===== config.mk =====
export PLATFORM = sky130hd
export DESIGN_NAME = multicycle_control
export DESIGN_NICKNAME = d
export VERILOG_FILES = /design/src/rtl/multicycle_control.sv
export SDC_FILE = /design/constraint.sdc
export NUM_CORES = 1
export LEC_CHECK = 0
export CAP_MARGIN = 20
export CORE_AREA = 2 2 43 84
export CTS_CLUSTER_DIAMETER = 40
export DETAILED_ROUTE_END_ITERATION = 10
export DIE_AREA = 0 0 45 86
export PLACE_DENSITY = 0.8
export SYNTH_ARGS = -nofsm -noshare
export SYNTH_HDL_FRONTEND = slang
export SYNTH_SLANG_ARGS = --single-unit
export TNS_END_PERCENT = 50

===== constraint.sdc =====
create_clock -name clk -period 3.5 [get_ports clk]
set_input_delay 0.875 -clock clk [delete_from_list [all_inputs] [get_ports clk]]
set_output_delay 0.875 -clock clk [all_outputs]
set_load 0.005 [all_outputs]

===== src/rtl/multicycle_control.sv =====
// Moore controller sequencing a shared-memory multi-cycle MIPS datapath.
// Strobes decode from the current state; mem_ready only gates the memory-step strobes.
module multicycle_control #(
   parameter int CNT_W = 16
) (
   input  logic             clk,
   input  logic             reset,
   input  logic [2:0]       op,
   input  logic             mem_ready,
   output logic             pcwrite,
   output logic             pcwritecond,
   output logic             pcwritecondn,
   output logic             iord,
   output logic             memread,
   output logic             memwrite,
   output logic             irwrite,
   output logic             memtoreg,
   output logic             regdest,
   output logic             regwrite,
   output logic             alusrca,
   output logic [1:0]       alusrcb,
   output logic [1:0]       aluop,
   output logic [1:0]       pcsource,
   output logic             illegal,
   output logic             retire,
   output logic [CNT_W-1:0] retired_count,
   output logic [3:0]       state
);

   typedef enum logic [3:0] {
      S_FETCH   = 4'd0,
      S_DECODE  = 4'd1,
      S_MEMADDR = 4'd2,
      S_MEMRD   = 4'd3,
      S_MEMWB   = 4'd4,
      S_MEMWR   = 4'd5,
      S_REXEC   = 4'd6,
      S_RWB     = 4'd7,
      S_BRANCH  = 4'd8,
      S_JUMP    = 4'd9,
      S_ADDIEX  = 4'd10,
      S_ADDIWB  = 4'd11
   } state_t;

   typedef struct packed {
      logic       pcwrite;
      logic       pcwritecond;
      logic       pcwritecondn;
      logic       iord;
      logic       memread;
      logic       memwrite;
      logic       irwrite;
      logic       memtoreg;
      logic       regdest;
      logic       regwrite;
      logic       alusrca;
      logic [1:0] alusrcb;
      logic [1:0] aluop;
      logic [1:0] pcsource;
      logic       illegal;
      logic       retire;
   } ctl_t;

   localparam logic [2:0] OP_R    = 3'b001;
   localparam logic [2:0] OP_LW   = 3'b010;
   localparam logic [2:0] OP_SW   = 3'b011;
   localparam logic [2:0] OP_J    = 3'b100;
   localparam logic [2:0] OP_BEQ  = 3'b101;
   localparam logic [2:0] OP_BNE  = 3'b110;
   localparam logic [2:0] OP_ADDI = 3'b111;

   state_t           r_state;
   logic [2:0]       r_op_q;
   logic [CNT_W-1:0] r_count;
   ctl_t             w_ctl;

   always_comb begin
      // NOTE: every field gets a default before the case, so no path can infer a latch.
      w_ctl = '0;
      case (r_state)
         S_FETCH: begin
            w_ctl.memread = 1'b1;
            w_ctl.alusrcb = 2'b01;
            w_ctl.irwrite = mem_ready;
            w_ctl.pcwrite = mem_ready;
         end
         S_DECODE: begin
            w_ctl.alusrcb = 2'b11;
            w_ctl.illegal = (op == 3'b000);
         end
         S_MEMADDR, S_ADDIEX: begin
            w_ctl.alusrca = 1'b1;
            w_ctl.alusrcb = 2'b10;
         end
         S_MEMRD: begin
            w_ctl.memread = 1'b1;
            w_ctl.iord    = 1'b1;
         end
         S_MEMWB: begin
            w_ctl.regwrite = 1'b1;
            w_ctl.memtoreg = 1'b1;
            w_ctl.retire   = 1'b1;
         end
         S_MEMWR: begin
            w_ctl.memwrite = 1'b1;
            w_ctl.iord     = 1'b1;
            w_ctl.retire   = mem_ready;
         end
         S_REXEC: begin
            w_ctl.alusrca = 1'b1;
            w_ctl.aluop   = 2'b10;
         end
         S_RWB: begin
            w_ctl.regwrite = 1'b1;
            w_ctl.regdest  = 1'b1;
            w_ctl.retire   = 1'b1;
         end
         S_BRANCH: begin
            w_ctl.alusrca      = 1'b1;
            w_ctl.aluop        = 2'b01;
            w_ctl.pcsource     = 2'b01;
            w_ctl.pcwritecond  = (r_op_q == OP_BEQ);
            w_ctl.pcwritecondn = (r_op_q == OP_BNE);
            w_ctl.retire       = 1'b1;
         end
         S_JUMP: begin
            w_ctl.pcwrite  = 1'b1;
            w_ctl.pcsource = 2'b10;
            w_ctl.retire   = 1'b1;
         end
         S_ADDIWB: begin
            w_ctl.regwrite = 1'b1;
            w_ctl.retire   = 1'b1;
         end
         default: ;
      endcase
   end

   always_ff @(posedge clk) begin
      // NOTE: state registers use non-blocking assignment so every reader sees pre-edge values.
      if (reset) begin
         r_state <= S_FETCH;
         r_op_q  <= '0;
         r_count <= '0;
      end else begin
         if (w_ctl.retire) r_count <= r_count + 1'b1;
         case (r_state)
            S_FETCH:   if (mem_ready) r_state <= S_DECODE;
            S_DECODE: begin
               r_op_q <= op;
               case (op)
                  OP_R:          r_state <= S_REXEC;
                  OP_LW, OP_SW:  r_state <= S_MEMADDR;
                  OP_J:          r_state <= S_JUMP;
                  OP_BEQ, OP_BNE: r_state <= S_BRANCH;
                  OP_ADDI:       r_state <= S_ADDIEX;
                  default:       r_state <= S_FETCH;
               endcase
            end
            S_MEMADDR: r_state <= (r_op_q == OP_LW) ? S_MEMRD : S_MEMWR;
            S_MEMRD:   if (mem_ready) r_state <= S_MEMWB;
            S_MEMWR:   if (mem_ready) r_state <= S_FETCH;
            S_REXEC:   r_state <= S_RWB;
            S_ADDIEX:  r_state <= S_ADDIWB;
            // Final steps of every instruction, plus the unreachable encodings, return to fetch.
            default:   r_state <= S_FETCH;
         endcase
      end
   end

   assign {pcwrite, pcwritecond, pcwritecondn, iord, memread, memwrite, irwrite,
           memtoreg, regdest, regwrite, alusrca, alusrcb, aluop, pcsource,
           illegal, retire} = reset ? '0 : w_ctl;
   assign retired_count = reset ? '0 : r_count;
   assign state         = reset ? 4'd0 : r_state;

endmodule


# Yosys cells after proc, flatten, opt, wreduce, memory -nomap -nowiden
# Cells that the tools add are included.
# op_classes
n_addsub	1
mul	0
div	0
order_cmp	0
eq_ne	24
shift	0
muxes	24
bitwise	0
reduce_logical	11
# ops
cell	n
case mux 4 bit (7 select lines)	1
case mux 4 bit (5 select lines)	1
2-to-1 mux 19 bit	1
equality test 3 bit, second input constant	6
adder 16 x 1 -> 16 bit, second input constant	1
equality test 4 x 3 -> 1 bit, second input constant	4
equality test 4 bit, second input constant	4
2-to-1 mux 16 bit	1
2-to-1 mux 4 bit	4
OR reduction 2 bit	5
equality test 3 x 2 -> 1 bit, second input constant	3
2-to-1 mux 1 bit	9
equality test 4 x 2 -> 1 bit, second input constant	2
case mux 2 bit (2 select lines)	2
inequality test 2 bit, second input constant	3
case mux 2 bit (3 select lines)	1
OR reduction 5 bit	1
equality test 4 x 1 -> 1 bit, second input constant	1
zero test 4 bit	1
case mux 1 bit (2 select lines)	2
OR reduction 4 bit	1
equality test 3 x 1 -> 1 bit, second input constant	1
zero test 3 bit	1
2-to-1 mux 3 bit	1
other kinds (3)	3
# totals
regBits	23
latchBits	0
mem_bits_rw	0
mem_bits_ro	0
in_bits	6
output_inout_bits	39
wordCells	63
memories	0

# Longest topological paths before layout
# Gate-level depths: netlist of run 1.
# logic_depth
word_depth	4
mapped_depth	6
depth_no_buf	5

# Worst setup path after synthesis of run 1
# OpenSTA, ideal clock, no wires.
# synth_path
path_kind	in2out
startpoint	in reset
endpoint	out regwrite
t_arrival_ns	1.802
path_slack_ns	0.823
path_stages	4
cell_sequence	clkbuf_1 clkbuf_1 buf_1 nor2_1
# synth_between
elab_chain_len	1
# synth_rtl
item	line_no	text
from (decl)	7	input logic reset,
2-to-1 mux 19 bit	173	illegal, retire} = reset ? '0 : w_ctl;
to (decl)	19	output logic regwrite,
# No other way between the ends.

# Worst setup path after layout of run 1
# layout_path
startpoint	in op[0]
endpoint	out illegal
# layout_between
elab_chain_len	3
# layout_rtl
item	line_no	text
from (decl)	8	input logic [2:0] op,
zero test 3 bit	89	w_ctl.illegal = (op == 3'b000);
2-to-1 mux 1 bit	80	case (r_state)
2-to-1 mux 19 bit	173	
to (decl)	24	output logic illegal,
# No other way between the ends.

==> results.toml, run 1 <==
[timing]
post-route-period-util = 0.952
slew_headroom = 0.656
rsz0062_at_grt = "no"
tightest_slew_ns = 0.515
final-max-slew-violation-count = 0
final.setup.worst_slack_ns = 0.167
fmax_mhz = 300
setup_total_negative_slack_ns = 0
timing.clock.skew_ns = 0.00378
hold_viol = 0
finalSetupViolations = 0
period_minus_slack_ns = 3.33

[synth]
synth.lib_cells_used.distinct = 47
syn-cell-area_um2 = 1550
synth_compound_gate_area_share = 0.0970
synth.area.mux_share = 0.120
synth-edff-count = 0
synth_seq_cells = 23
yosys_warnings = 0
synth_ff_type = "sky130_fd_sc_hd__dfxtp_1"
synth_fa_ha_area_frac = 0.0210
synth_area_per_cell_um2 = 7.94
syn_inst = 195
syn-num-nets = 202
synth_seq_area_share = 0.297
synth_simple_gate_area_frac = 0.385
synthXorXnorAreaFrac = 0.0170
main_combinational_cell_family_by_area_after_synthesis = "simple AND/OR/NAND/NOR gates"
synth_async_sr_flop_share = 0

[cts]
numCtsBuffers = 3
clock_path_buffers = 2
clkLatencyLatePin_ns = 0.28
cts_htree_levels = 1
tritoncts = "done"
cts-hold-fix-buffers = 0
cts.sink_count = 23
post_cts_resized = 0
post-cts-setup-buffers = 0
clk_pin_slew_worst_paths_ns = 0.08
ctsRootBufferMaster = "sky130_fd_sc_hd__clkbuf_8"

[floorplanning]
floorplan.core_area_um2 = 3190
floorplan.rows = 29
die-height_um = 86
count_of_boundary_i_o_pins = 45
die_width_um = 45
effective_utilization_at_floorplan = 0.485
fp.dieArea_um2 = 3870

[drt]
route.detailed.drc = 0
dr.first_iter.drc_count = 21
drt_pass1_iterations = 4
routed_wl_um = 3860
drt-vias-per-instance = 5.75
via_count = 1524
route.detailed.wl_per_inst_um = 14.6
detail-route-antenna-nets = 0

[critical_path]
cpMaxStageDelayCell = "sky130_fd_sc_hd__clkdlybuf4s50_1"
cp.depth = 4
cpLargestDelayFamily = "buffers and inverters"
setup.worst_path.start_class = "input pin"
path_cells = "clkdlybuf4s50_1 > or3_1 > nor4_1 > clkdlybuf4s50_1"
worstRegToRegCells = 5
critical_path.n_buffers_inverters = 2
worst-setup-path-type = "in2out"
worstSetupEndpointType = "output pin"
cp_common_cell = "sky130_fd_sc_hd__clkdlybuf4s50_1"
worst-endpoint-required_ns = 2.62
cp.arrival_ns = 2.46
worstReg2RegStart = "r_state[1]"
worstPathMaxFanout = 4
timing.rr.end = "r_count[7]"
worst-r2r-setup-slack_ns = 1.25
slowest_delay_ns = 0.54

[hold_path]
worstHoldEndpoint = "r_count[15]"
hold-path-cell-count = 2
hold_path_class = "reg2reg"
hold_path_startpoint = "r_count[15]"

[placement]
dp_worst_slack_ns = 0.162
gp_routability_congestion = 0.978
hpwl_um = 3000
buffer_ports.inserted = 44
postPlaceCellArea_um2 = 1990

[status]
run_status = "completed"

[grt]
initial_antenna_violation_count = 0
grt_start_max_net_pins = 56
first_global_vias = 1368
grt_first_pass_wirelength_um = 6290
globalRouteOverflowTotal = 0
globalRouteTotalUtil = 0.220

[finish]
drive_gt1_frac = 0.0983
final_instance_area_um2 = 2030
n_antenna_cell = 0
num-fill-cells = 273
areaGrowthSynthToFinish_pct = 31.4
final_nets = 242

[power]
power-per-cell-area_nw_per_um2 = 316
worst_ir_drop_vdd_v = 0.000323
post-layout-total-power_w = 0.000642
total_leakage_power_nw = 0.740

[run]
maxcap_viol_count = 0
==> worst reg2reg max path, cell delays in order, from the launching register on <==
cell	delay, ns
sky130_fd_sc_hd__dfxtp_1	0.65
sky130_fd_sc_hd__nand2b_1	0.42
sky130_fd_sc_hd__o2111ai_4	0.18
sky130_fd_sc_hd__buf_4	0.21
sky130_fd_sc_hd__nor4_1	0.32
sky130_fd_sc_hd__mux2_2	0.37
==> per-stage QoR <==
stage / instances / utilization / hold slack (ns)
5_1_grt: 265 / 0.637 / 0.515
3_5_place_dp: 261 / 0.623 / 0.466
2_1_floorplan: 195 / - / 0.447
6_report: 265 / 0.637 / 0.482
3_3_place_gp: 261 / 0.623 / 0.457
4_1_cts: 265 / 0.637 / 0.478
==> synth_stat cells (all sizes together) (3+ instances only) <==
master / number / area (um2)
nand3: 4 / 20.0
nand2b: 4 / 32.5
mux2i: 5 / 50.1
buf: 7 / 45.0
a21oi: 4 / 20.0
nor3b: 4 / 35.0
nand2: 10 / 37.5
o21ai: 4 / 20.0
inv: 7 / 26.3
nor2: 29 / 109
nor2b: 21 / 131
or2: 3 / 18.8
nor4: 7 / 43.8
clkbuf: 7 / 26.3
or3: 3 / 18.8
dfxtp: 23 / 460
nor3: 11 / 55.1
mux2: 12 / 135
==> area by class of cell <==
| type | count | area, um2 | share of cell area |
|---|---|---|---|
| multi-input combinational | 151 | 990 | 0.487 |
| inverter | 7 | 26.3 | 0.0129 |
| tap | 31 | 38.8 | 0.0191 |
| timing repair buffer | 49 | 473 | 0.233 |
| clock buffer | 4 | 45.0 | 0.0222 |
| sequential | 23 | 460 | 0.226 |
==> layout by cell type (no fill, tap or decap), types with 4 or more instances in the layout <==
master                            instances
sky130_fd_sc_hd__clkdlybuf4s50_1         43
sky130_fd_sc_hd__nor2_1                  29
sky130_fd_sc_hd__dfxtp_1                 23
sky130_fd_sc_hd__nor2b_1                 21
sky130_fd_sc_hd__nor3_1                  11
sky130_fd_sc_hd__nand2_1                 10
sky130_fd_sc_hd__mux2_2                   8
sky130_fd_sc_hd__nor4_1                   7
sky130_fd_sc_hd__inv_1                    6
sky130_fd_sc_hd__mux2i_1                  5
sky130_fd_sc_hd__buf_4                    5
sky130_fd_sc_hd__o21ai_0                  4
sky130_fd_sc_hd__nand3_1                  4
sky130_fd_sc_hd__mux2_1                   4
sky130_fd_sc_hd__a21oi_1                  4
==> power by group <==
part / switching (W) / internal, W
clock: 0.0000901 / 0.0000817
combinational: 0.0000884 / 0.0000872
sequential: 0.0000221 / 0.000273
total: 0.000201 / 0.000442
==> cell families (layout without fill, tap and decap cells) <==
logic type / count (synthesis) / count (layout)
compound gates: 20 / 20
xor+xnor: 3 / 3
fa+ha+maj: 3 / 3
buf+inv: 21 / 60
flops: 23 / 23
mux: 17 / 17
simple gates: 108 / 108
==> sequential cells by signal, indices dropped and copies added, names as in the netlist <==
name / count
r_count: 16
r_op_q: 3
r_state: 4
==> how the worst max path moves through the flow <==
stage | endpoint | from | slack, ns
detailed placement | illegal | op[0] | 0.16
CTS | illegal | op[0] | 0.16
finish | illegal | op[0] | 0.17
floorplan | regwrite | reset | 0.82
global route | illegal | op[0] | 0.09
global placement | illegal | op[0] | 0.18
==> metal layers <==
metal / vias to the layer above / GRT usage / wire [um]
li1: 767 / - / -
met1: 706 / 0.219 / 1410
met2: 42 / 0.401 / 2170
met3: 9 / 0.0337 / 147
met4: 0 / 0.120 / 132
met5: - / 0 / 0
Power figures use the tool's default switching activity.
==> run 2: changes to the inputs <==
--- a/config.mk
+++ b/config.mk
@@ -5,6 +5,7 @@
 export SDC_FILE = /design/constraint.sdc
 export NUM_CORES = 1
 export LEC_CHECK = 0
+export ABC_CLOCK_PERIOD_IN_PS = 3500
 export CAP_MARGIN = 20
 export CORE_AREA = 2 2 43 84
 export CTS_CLUSTER_DIAMETER = 40
==> results of run 2 <==
The final DEF is identical to that of run 1; final timing and power are the same.
==> run 3: changes to the inputs <==
--- a/config.mk
+++ b/config.mk
@@ -7,11 +7,11 @@
 export LEC_CHECK = 0
 export ABC_CLOCK_PERIOD_IN_PS = 3500
 export CAP_MARGIN = 20
-export CORE_AREA = 2 2 43 84
+export CORE_AREA = 2 2 51 100
 export CTS_CLUSTER_DIAMETER = 40
 export DETAILED_ROUTE_END_ITERATION = 10
-export DIE_AREA = 0 0 45 86
-export PLACE_DENSITY = 0.8
+export DIE_AREA = 0 0 53 102
+export SKIP_LAST_GASP = 1
 export SYNTH_ARGS = -nofsm -noshare
 export SYNTH_HDL_FRONTEND = slang
 export SYNTH_SLANG_ARGS = --single-unit
==> results.toml, run 3 (synthesis gave the netlist of run 1 again) <==
[status]
run_status = "completed"

[finish]
n_antenna_cell = 0
postLayoutCoreUtil = 0.456
final_nets = 244
drive_gt1_frac = 0.110
largest_register_ff_count = 16
areaGrowthSynthToFinish_pct = 35.5
most_common_library_cell_in_the_layout_ignoring_fill_and_taps = "sky130_fd_sc_hd__clkdlybuf4s50_1"
regMostFlops = "r_count"
top_regs = "r_count x16, r_state x4, r_op_q x3"
layout_common_cells = "sky130_fd_sc_hd__clkdlybuf4s50_1 (43), sky130_fd_sc_hd__nor2_1 (29), sky130_fd_sc_hd__dfxtp_1 (23), sky130_fd_sc_hd__nor2b_1 (21), sky130_fd_sc_hd__nor3_1 (11)"

[timing]
tightest_slew_ns = 0.487
final.setup.worst_slack_ns = 0.180
fmax_mhz = 301
timing.hold.ws_ns = 0.477
final-max-slew-violation-count = 0
hold_viol = 0
timing.clock.skew_ns = 0.00365
period_minus_slack_ns = 3.32
rsz0062_at_grt = "no"
post-route-period-util = 0.949
finalSetupViolations = 0
setup_total_negative_slack_ns = 0
slew_headroom = 0.675

[cts]
clk_pin_slew_worst_paths_ns = 0.08
post_cts_resized = 0
clock_path_buffers = 2
ctsRootBufferMaster = "sky130_fd_sc_hd__clkbuf_8"
post-cts-setup-buffers = 0
tritoncts = "done"
cts.sink_count = 23
clkLatencyLatePin_ns = 0.27
cts-hold-fix-buffers = 0
cts_htree_levels = 1
numCtsBuffers = 3

[drt]
route.met3.wl_um = 139
dr.max_layer_used = "met4"
via_count = 1537
route.detailed.wl_per_inst_um = 14.2
routed_wl_um = 4130
drt-vias-per-instance = 5.28
route.detailed.drc = 0
met2_wirelength_um = 2170
dr.first_iter.drc_count = 24
detail-route-antenna-nets = 0
met1_wirelength_um = 1660
drt_pass1_iterations = 4

[critical_path]
worst-setup-path-type = "in2out"
cp.arrival_ns = 2.44
timing.rr.end = "r_count[7]"
worst-r2r-setup-slack_ns = 1.21
worst-endpoint-required_ns = 2.62
worstSetupEndpointType = "output pin"
worstPathMaxFanout = 4
worstReg2RegStart = "r_state[1]"
worstRegToRegCells = 5
setup.worst_path.start_class = "input pin"

[floorplanning]
die-height_um = 102
effective_utilization_at_floorplan = 0.337
fp.dieArea_um2 = 5410
floorplan.core_area_um2 = 4600
die_width_um = 53
floorplan.rows = 35
count_of_boundary_i_o_pins = 45

[grt]
initial_antenna_violation_count = 0
globalRouteOverflowTotal = 0
grt_start_max_net_pins = 56
globalRouteTotalUtil = 0.165
first_global_vias = 1453
grt_first_pass_wirelength_um = 6710

[hold_path]
hold_path_class = "reg2reg"
hold-path-cell-count = 2
worstHoldEndpoint = "r_count[15]"
hold_path_startpoint = "r_count[15]"

[power]
power-per-cell-area_nw_per_um2 = 309
worst_ir_drop_vdd_v = 0.000230
total_leakage_power_nw = 0.756

[placement]
buffer_ports.inserted = 44
dp_worst_slack_ns = 0.124
gp_routability_congestion = 0.919
hpwl_um = 3150

[run]
maxcap_viol_count = 0
-- run 3: layout make-up --
class	instances	area [um2]
inverters	7	26.3
clock buffers	4	45.0
multi-input cells	151	996
well taps	55	68.8
flip-flops and latches	23	460
repair buffers	51	500
fillers	499	2500
-- run 3: worst max-delay path by stage --
| stage | from | slack (ns) | to | depth (start not counted) |
|---|---|---|---|---|
| 3_3_place_gp | op[0] | 0.17 | illegal | 4 |
| 2_1_floorplan | reset | 0.82 | regwrite | 4 |
| 4_1_cts | op[0] | 0.12 | illegal | 4 |
| 3_5_place_dp | op[0] | 0.12 | illegal | 4 |
| 5_1_grt | op[0] | 0.08 | illegal | 4 |
| 6_report | op[0] | 0.18 | illegal | 4 |
-- run 3: where the power goes --
| part | switching [W] | internal [W] |
|---|---|---|
| combinational | 0.0000937 | 0.0000912 |
| sequential | 0.0000215 | 0.000273 |
| clock | 0.0000868 | 0.0000814 |
-- run 3: layer usage --
layer | up-vias | global-route usage
li1 | 768 | -
met4 | 0 | 0.105
met2 | 39 | 0.299
met5 | - | 0
met3 | 9 | 0.0117
met1 | 721 | 0.177
-- run 3: per-stage QoR --
step	cells	power, W	instance area, um2
6_report	291	0.000647	2100
5_1_grt	291	0.000683	2100
4_1_cts	291	0.000653	2090
3_5_place_dp	287	0.000484	2050
3_3_place_gp	287	0.000484	2050
2_1_floorplan	195	0.000419	1550
-- run 3: critical path, stage by stage --
cell	delay, ns
sky130_fd_sc_hd__clkdlybuf4s50_1	0.46
sky130_fd_sc_hd__or3_1	0.43
sky130_fd_sc_hd__nor4_2	0.15
sky130_fd_sc_hd__clkdlybuf4s50_1	0.54
